--- src/rtl/rr_mux_arbiter.sv ---
// rr_mux_arbiter: round-robin arbiter steering a shared 4:1 data mux onto one valid/ready channel,
// holding each grant for at most MAX_BURST beats before rotating priority.
module rr_mux_arbiter #(
  parameter int DW        = 8,
  parameter int MAX_BURST = 4
) (
  input  logic            clk,
  input  logic            rst_n,
  input  logic [3:0]      req,
  input  logic [4*DW-1:0] din,
  output logic [3:0]      ack,
  output logic [3:0]      gnt,
  output logic [1:0]      sel,
  output logic [DW-1:0]   dout,
  output logic            dout_valid,
  input  logic            dout_ready
);
  typedef enum logic {IDLE, GRANT} state_t;
  state_t     state_q;
  logic [3:0] gnt_q;
  logic [1:0] sel_q, ptr_q, pick, idx;
  logic [3:0] cnt_q;
  logic       found, granted, live;
  always_comb begin
    pick  = 2'd0;
    idx   = 2'd0;
    found = 1'b0;
    for (int k = 0; k < 4; k++) begin
      idx = ptr_q + 2'(k);
      if (!found && req[idx]) begin
        pick  = idx;
        found = 1'b1;
      end
    end
  end
  assign granted    = state_q == GRANT;
  assign live       = granted & req[sel_q];
  assign dout_valid = live;
  assign dout       = granted ? din[sel_q*DW +: DW] : '0;
  assign ack        = (live & dout_ready) ? 4'b0001 << sel_q : 4'b0000;
  assign gnt        = gnt_q;
  assign sel        = sel_q;
  // Release happens on withdrawal or on the final beat; sel keeps its value so ptr can follow it.
  always_ff @(posedge clk or negedge rst_n) begin
    if (!rst_n) begin
      state_q <= IDLE;
      gnt_q   <= '0;
      sel_q   <= '0;
      ptr_q   <= '0;
      cnt_q   <= '0;
    end else if (state_q == IDLE) begin
      if (found) begin
        sel_q   <= pick;
        gnt_q   <= 4'b0001 << pick;
        cnt_q   <= '0;
        state_q <= GRANT;
      end
    end else if (!req[sel_q] || (dout_ready && cnt_q + 4'd1 == 4'(MAX_BURST))) begin
      ptr_q   <= sel_q + 2'd1;
      gnt_q   <= '0;
      state_q <= IDLE;
      cnt_q   <= dout_ready && req[sel_q] ? cnt_q + 4'd1 : cnt_q;
    end else if (dout_ready) begin
      cnt_q <= cnt_q + 4'd1;
    end
  end
endmodule
--- config.mk ---
export PLATFORM = sky130hd
export DESIGN_NAME = rr_mux_arbiter
export DESIGN_NICKNAME = d
export VERILOG_FILES = /design/src/rtl/rr_mux_arbiter.sv
export SDC_FILE = /design/constraint.sdc
export NUM_CORES = 1
export LEC_CHECK = 0
export CORE_UTILIZATION = 38
export CTS_BUF_LIST = sky130_fd_sc_hd__clkbuf_16
export DETAILED_ROUTE_END_ITERATION = 7
export PLACE_DENSITY = 0.8
export SYNTH_ARGS = -nofsm -noshare
export SYNTH_HDL_FRONTEND = slang
export SYNTH_SLANG_ARGS = --single-unit
--- constraint.sdc ---
create_clock -name clk -period 2.1 [get_ports clk]
set_input_delay 0.525 -clock clk [delete_from_list [all_inputs] [get_ports clk]]
set_output_delay 0.525 -clock clk [all_outputs]
set_load 0.1 [all_outputs]
======== Word level (Yosys, flattened, before mapping) ========
Index checks and enable logic that the tools add are counted.
Widths: inputs -> output; s select.
word-level totals
  flip-flop bits (word level) ............. 13
  input bits .............................. 39
  output and inout port bits .............. 19
  logic and storage cells ................. 71
operators by class
  add/sub/neg operators ................... 5
  order comparisons ....................... 5
  equal/unequal tests ..................... 4
  shift operators ......................... 3
  muxes and demuxes ....................... 31
  bitwise operators ....................... 3
  reductions and logical operators ........ 15
operators with widths
  operator             count
  $mux 4               9
  $shiftx 32x6->8      1
  $lt 2x3->1 const B   5
  $mux 1               12
  $bmux 1 s2           5
  $mux 2               4
  $mux 8               1
  $shl 1x2->4 const A  2
  $ne 3x2->1 const B   2
  $reduce_and 2->1     3
  $logic_and 1x1->1    5
  $add 2x1->2 const B  2
  $add 2x2->2 const B  2
  $add 4x1->4 const B  1
  $eq 4x3->1 const B   1
  $logic_not 1->1      4
  $reduce_and 3->1     1
  $and 1x1->1          2
  $ne 2x1->1 const B   1
  $reduce_bool 2->1    1
  $logic_or 1x1->1     1
  $not 1->1            1

======== Depth between registers and ports, before layout ========
Gate-level depths: netlist (run 1).
  depth after elaboration ................. 15
  gate-level depth with buffers ........... 5
  mapped depth without buffers ............ 5

======== Worst setup path before layout (run 1) ========
OpenSTA, ideal clock, no wires.
  path type ............................... register to output
  start point ............................. register sel_q[0] (netlist: sel[0])
  end point ............................... output ack[0]
  data arrival time ....................... 2.455 ns
  required time ........................... 1.575 ns
  setup slack ............................. -0.880 ns
  stages on the path, launching flop included .. 4
  path buffers ............................ 0
  path through ............................ dfrtp_1 > mux4_2 > and3_1 > and2_1
between the ends
  cells in the longest elaborated chain, start to end .. 5
  elaborated cells between the ends (all ways) .. 6
  those cells by class .................... shift: 1; mux: 3; bitwise: 2
RTL lines
  element                       RTL line  RTL
  start: declaration            21        logic [1:0] sel_q, ptr_q, pick, idx;
  start signal: assignment      53        sel_q <= pick;
  $bmux 1 s2                    37        assign live = granted & req[sel_q];
  $mux 1 (implied by the code)  37
  $and 1x1->1                   37
  $and 1x1->1                   40        assign ack = (live & dout_ready) ? 4'b0001 << sel_q : 4'b0000;
  $mux 4 *                      40
  end: declaration              11        output logic [3:0] ack,
Mark *: on every way between the ends. The rest lies on a longest branch, timed or not. The select of a mux whose other input is x is not followed.

======== Final worst setup path (run 1) ========
  start point ............................. register sel_q[0] (netlist: sel[0])
  end point ............................... output ack[2]
The elaborated chain is that of the path after synthesis.

==> results of run 1 <==
## cells by family after synthesis
group                    after synthesis
buffers and inverters                  7
XOR/XNOR                               1
AND/OR/NAND/NOR                       36
flip-flops                            13
adder cells (fa/ha/maj)                5
AO/OA/AOI/OAI                         17
multiplexers                          12
## worst max-delay path by stage
stage                  startpoint     end  slack [ns]
6_report       sel[0]$_DFFE_PN0P_  ack[2]       -0.15
5_1_grt        sel[0]$_DFFE_PN0P_  ack[2]       -0.19
4_1_cts        sel[0]$_DFFE_PN0P_  ack[3]       -0.14
3_5_place_dp               req[3]  ack[3]       -0.37
3_3_place_gp               req[3]  ack[1]       -0.35
2_1_floorplan  sel[0]$_DFFE_PN0P_  ack[0]       -0.09
## Yosys cell counts, types with 2 or more instances
master    count  area [um2]
mux4_2        9         203
a21oi_1       3        15.0
dfrtp_1      13         325
inv_1         3        11.3
a21o_1        3        22.5
mux2i_1       2        20.0
clkbuf_1      3        11.3
ha_1          5        62.6
a22o_1        2        17.5
o21ai_0       2        10.0
nand2_1       6        22.5
and2_1       13        81.3
nor2_1        4        15.0
## registers in the layout, indices dropped and copies added (netlist names)
register  cells
cnt_q         4
gnt           4
granted       1
sel           2
ptr_q         2
## per-stage QoR
stage | util, % | std cells | TNS [ns]
6_report | 78.9 | 193 | -1.28
5_1_grt | 78.9 | 193 | -1.80
4_1_cts | 78.4 | 192 | -1.27
3_5_place_dp | 76.5 | 187 | -3.69
3_3_place_gp | 76.5 | 187 | -3.25
2_1_floorplan | - | 91 | -1.04
## layer usage
layer | track usage [%] | vias up | part of all wire, %
met4 | 5.70 | 0 | 0.30
met1 | 29.8 | 524 | 39
met3 | 4.80 | 2 | 3.1
li1 | - | 483 | -
met2 | 48.4 | 25 | 58
met5 | 0 | - | 0
## final cells by class
cell class              count  area, um2  area share, %
multi-input cells          71        699           35.5
clock buffers               3       75.1           3.81
inverters                   3       11.3          0.571
well taps                  30       37.5           1.90
repair buffers             72        812           41.2
flip-flops and latches     13        333           16.9
clock inverters             1       3.75          0.190
## worst max-delay path, delay by kind of cell (launching register included)
family | cells | cell delay, ns
DFF | 1 | 0.44
and+or+nand+nor | 2 | 0.33
muxes | 1 | 0.55
buffers and inverters | 1 | 0.16
## timing repair
item,4_1_cts,5_1_grt
pin swaps,9,1
setup endpoints to repair,13,13
resized for setup,42,1
buffers inserted,1,1
==> results.cfg, run 1 <==
[status]
status = finished, violations left
failed_checks = negative setup slack

[global_routing]
grt_pass1_vias = 1062
grt_usage_pct = 25.8
grt_pass1_wl_um = 5150
antenna_found_initial = 0
overflow = 0
grt_start_max_net_pins = 15

[sta]
period_needed_ns = 2.25
rsz0062_at_grt = yes
period_share_pct = 107
slew_headroom_pct = 57.8
postLayoutSetupSlackWorst_ns = -0.152
finalSetupViolCount = 13
fmax_mhz = 444
fin_worst_skew_ns = 0.00742
tightest_slew_ns = 0.631
finalHoldViolCount = 0
hold_ws_ns = 0.506
slew_violations = 0

[critical_path]
end_kind = output pin
critPathMaxFanout = 5
r2r_end = ptr_q[1]$_DFFE_PN0P_
r2r_setup_slack_ns = 0.18
cp_slowest_cell = mux4_2
max_stage_delay_ns = 0.55
crit_arrival_ns = 1.73
path_class = reg -> out
rr_worst_depth = 5
cp_cell_sequence = mux4_2 > and3_4 > and2_4 > buf_12
rr_startpoint = sel[0]$_DFFE_PN0P_
crit_path_start_kind = flop
required_ns = 1.57

[clock_tree]
clock_latency_ns = 0.25
clk_path_buf_depth = 2
cts_root_buf = clkbuf_16
cts-hold-fix-buffers = 0
tritoncts = built
cts.sinks = 13
cts_max_level = 1
cts_buffers = 3
clk_pin_slew_ns = 0.05

[yosys]
synth_cell_types = 36
synth_top_family_by_area = multiplexers
synthXorXnorAreaFrac_pct = 0.863
synth_warnings = 0
yosysSeqAreaShare_pct = 32.1
synth_simple_gate_area_share_pct = 20.8
synth-main-ff-cell = dfrtp_1
synth_fa_ha_area_share_pct = 6.17
synthArstFlopShare_pct = 100
synthCells = 91
synth-edff-count = 0
synth_fp_nets = 135
muxShareOfSynthArea_pct = 23.1
postSynthAreaPerCell_um2 = 11.2
mappedNetlistArea_um2 = 1010
ys_ff_latch = 13
synth_compound_area_share_pct = 14.3

[worst_hold_path]
hold_path_class = reg -> reg
min_from = gnt[1]$_DFFE_PN0P_
whs_path_depth = 1
holdPathEnd = gnt[1]$_DFFE_PN0P_

[place]
gp_congestion = 0.757
pre_cts_ws_ns = -0.367
dp_hpwl_um = 2540
dpl_cell_area_um2 = 1910
portBuffers = 57

[routing]
vias_per_cell = 5.36
drtAntennaViolNets = 0
totalWireLength_um = 3280
drt_iter0_drc = 20
via_count = 1034
avgRoutedWirePerCell_um = 17.0
first_pass_iters = 4
drc = 0

[layout]
finalNetCount = 208
final_cell_mix = 32 x dlygate4sd2_1, 17 x buf_12, 16 x buf_4, 13 x and2_4, 11 x dfrtp_1
drive_gt1_share_pct = 42.9
syn2layout_area_growth_pct = 94.3
stdcell_area_um2 = 1970
fill_cells = 165
n_antenna_cell = 0
final_common_cell = dlygate4sd2_1

[floorplan]
die_h_um = 53.7
initial_core_util_pct = 40.6
dieArea_um2 = 2880
rows = 18
core_um2 = 2500
die_w_um = 53.7
io_pins = 58

[run]
timing.max_cap.violations = 0
Power of run 1 is left out: the tool's default activity adds up to more than one toggle a clock period on the data nets, which glitch-free logic cannot reach.
==> run 2, diff against run 1 <==
--- a/config.mk
+++ b/config.mk
@@ -5,6 +5,7 @@
 export SDC_FILE = /design/constraint.sdc
 export NUM_CORES = 1
 export LEC_CHECK = 0
+export CORE_MARGIN = 5
 export CORE_UTILIZATION = 38
 export CTS_BUF_LIST = sky130_fd_sc_hd__clkbuf_16
 export DETAILED_ROUTE_END_ITERATION = 7
==> results.cfg, run 2 (synthesis gave the netlist of run 1 again) <==
[layout]
final_common_cell = buf_4
syn2layout_area_growth_pct = 96.9
drive_gt1_share_pct = 45.2
finalNetCount = 213
final_cell_mix = 23 x buf_4, 22 x dlygate4sd2_1, 15 x buf_12, 13 x and2_4, 12 x clkdlybuf4s50_1
utilization_pct = 79.2
n_antenna_cell = 0
fill_cells = 172

[floorplan]
core_um2 = 2520
dieArea_um2 = 3800
io_pins = 58
die_w_um = 61.7
die_h_um = 61.7
initial_core_util_pct = 40.2
rows = 18

[critical_path]
crit_arrival_ns = 1.75
end_kind = output pin
crit_path_start_kind = flop
critPathMaxFanout = 7
path_class = reg -> out
required_ns = 1.57

[sta]
tightest_slew_ns = 0.588
postLayoutSetupSlackWorst_ns = -0.172
finalHoldViolCount = 0
period_needed_ns = 2.27
fin_worst_skew_ns = 0.00104
rsz0062_at_grt = yes
setup_tns_ns = -1.80
finalSetupViolCount = 13
slew_violations = 0
fmax_mhz = 440
period_share_pct = 108
slew_headroom_pct = 60.7

[routing]
first_pass_iters = 4
vias_per_cell = 5.13
totalWireLength_um = 3320
via_count = 1016
avgRoutedWirePerCell_um = 16.8
drt_iter0_drc = 28
drc = 0
drtAntennaViolNets = 0

[worst_hold_path]
hold_path_class = reg -> reg

[clock_tree]
clock_latency_ns = 0.24
clk_path_buf_depth = 2
cts_max_level = 1
cts_root_buf = clkbuf_16
cts.sinks = 13
clk_pin_slew_ns = 0.04
tritoncts = built
cts_buffers = 3

[global_routing]
grt_start_max_net_pins = 15
antenna_found_initial = 0
grt_pass1_vias = 1161
grt_usage_pct = 20.4
grt_pass1_wl_um = 5550
overflow = 0

[status]
status = finished, violations left
failed_checks = negative setup slack

[place]
dp_hpwl_um = 2660
gp_congestion = 0.827
portBuffers = 57

[run]
timing.max_cap.violations = 0
==> run 2: cell count changes in the layout (fill, tap and decap cells not counted), sizes merged <==
cell and delta:
dlygate4sd2 -10, buf +5, inv -1, clkinv +1
clkdlybuf4s50 +10
==> run 2: worst paths after layout <==
kind                                    startpoint              endpoint  slack [ns]  cells past startpoint
worst min register to register  gnt[1]$_DFFE_PN0P_    gnt[1]$_DFFE_PN0P_        0.51                      1
min in group asynchronous                    rst_n    gnt[3]$_DFFE_PN0P_        0.66                      1
max in group asynchronous                    rst_n    sel[0]$_DFFE_PN0P_        1.01                      1
worst max-delay path            sel[0]$_DFFE_PN0P_                ack[2]       -0.17                      4
worst max register to register  sel[0]$_DFFE_PN0P_  ptr_q[1]$_DFFE_PN0P_        0.17                      5
worst min-delay path            gnt[1]$_DFFE_PN0P_    gnt[1]$_DFFE_PN0P_        0.51                      1
==> run 2: cell type report <==
class	instances	area (um2)	area share (%)
Multi-Input combinational cell	71	699	35.0
Clock inverter	1	5.00	0.250
Inverter	3	11.3	0.564
Sequential cell	13	333	16.7
Clock buffer	3	75.1	3.76
Timing Repair Buffer	77	837	41.9
Tap cell	30	37.5	1.88
==> run 2: per-layer routing <==
metal / wire (um) / vias up / track usage (%)
met4: 70 / 0 / 8.48
met2: 1840 / 27 / 37.4
met3: 118 / 6 / 5.03
met5: 0 / - / 0
li1: - / 491 / -
met1: 1300 / 492 / 22.1
==> run 2: metrics by stage <==
step	setup slack, ns	cell area, um2	hold WS, ns	std cells
global route	-0.216	2000	0.539	198
floorplan	-0.0928	1060	0.229	91
CTS	-0.185	1980	0.512	196
global placement	-0.364	1890	0.481	188
detailed placement	-0.393	1890	0.493	188
finish	-0.172	2000	0.512	198
==> run 2: worst max-delay path: stages, from the launching register on <==
cell	delay [ns]
dfrtp_4	0.46
mux4_2	0.55
and3_4	0.19
and2_4	0.14
buf_12	0.16
==> run 2: what timing repair did <==
| action | 4_1_cts | 5_1_grt |
|---|---|---|
| setup endpoints to repair | 13 | 13 |
| hold buffers | 0 | 0 |
| pin swaps | 5 | 1 |
| gates cloned | 0 | 0 |
| buffers inserted | 4 | 2 |
| resized for setup | 33 | 0 |
Power of run 2 is left out for the same reason.
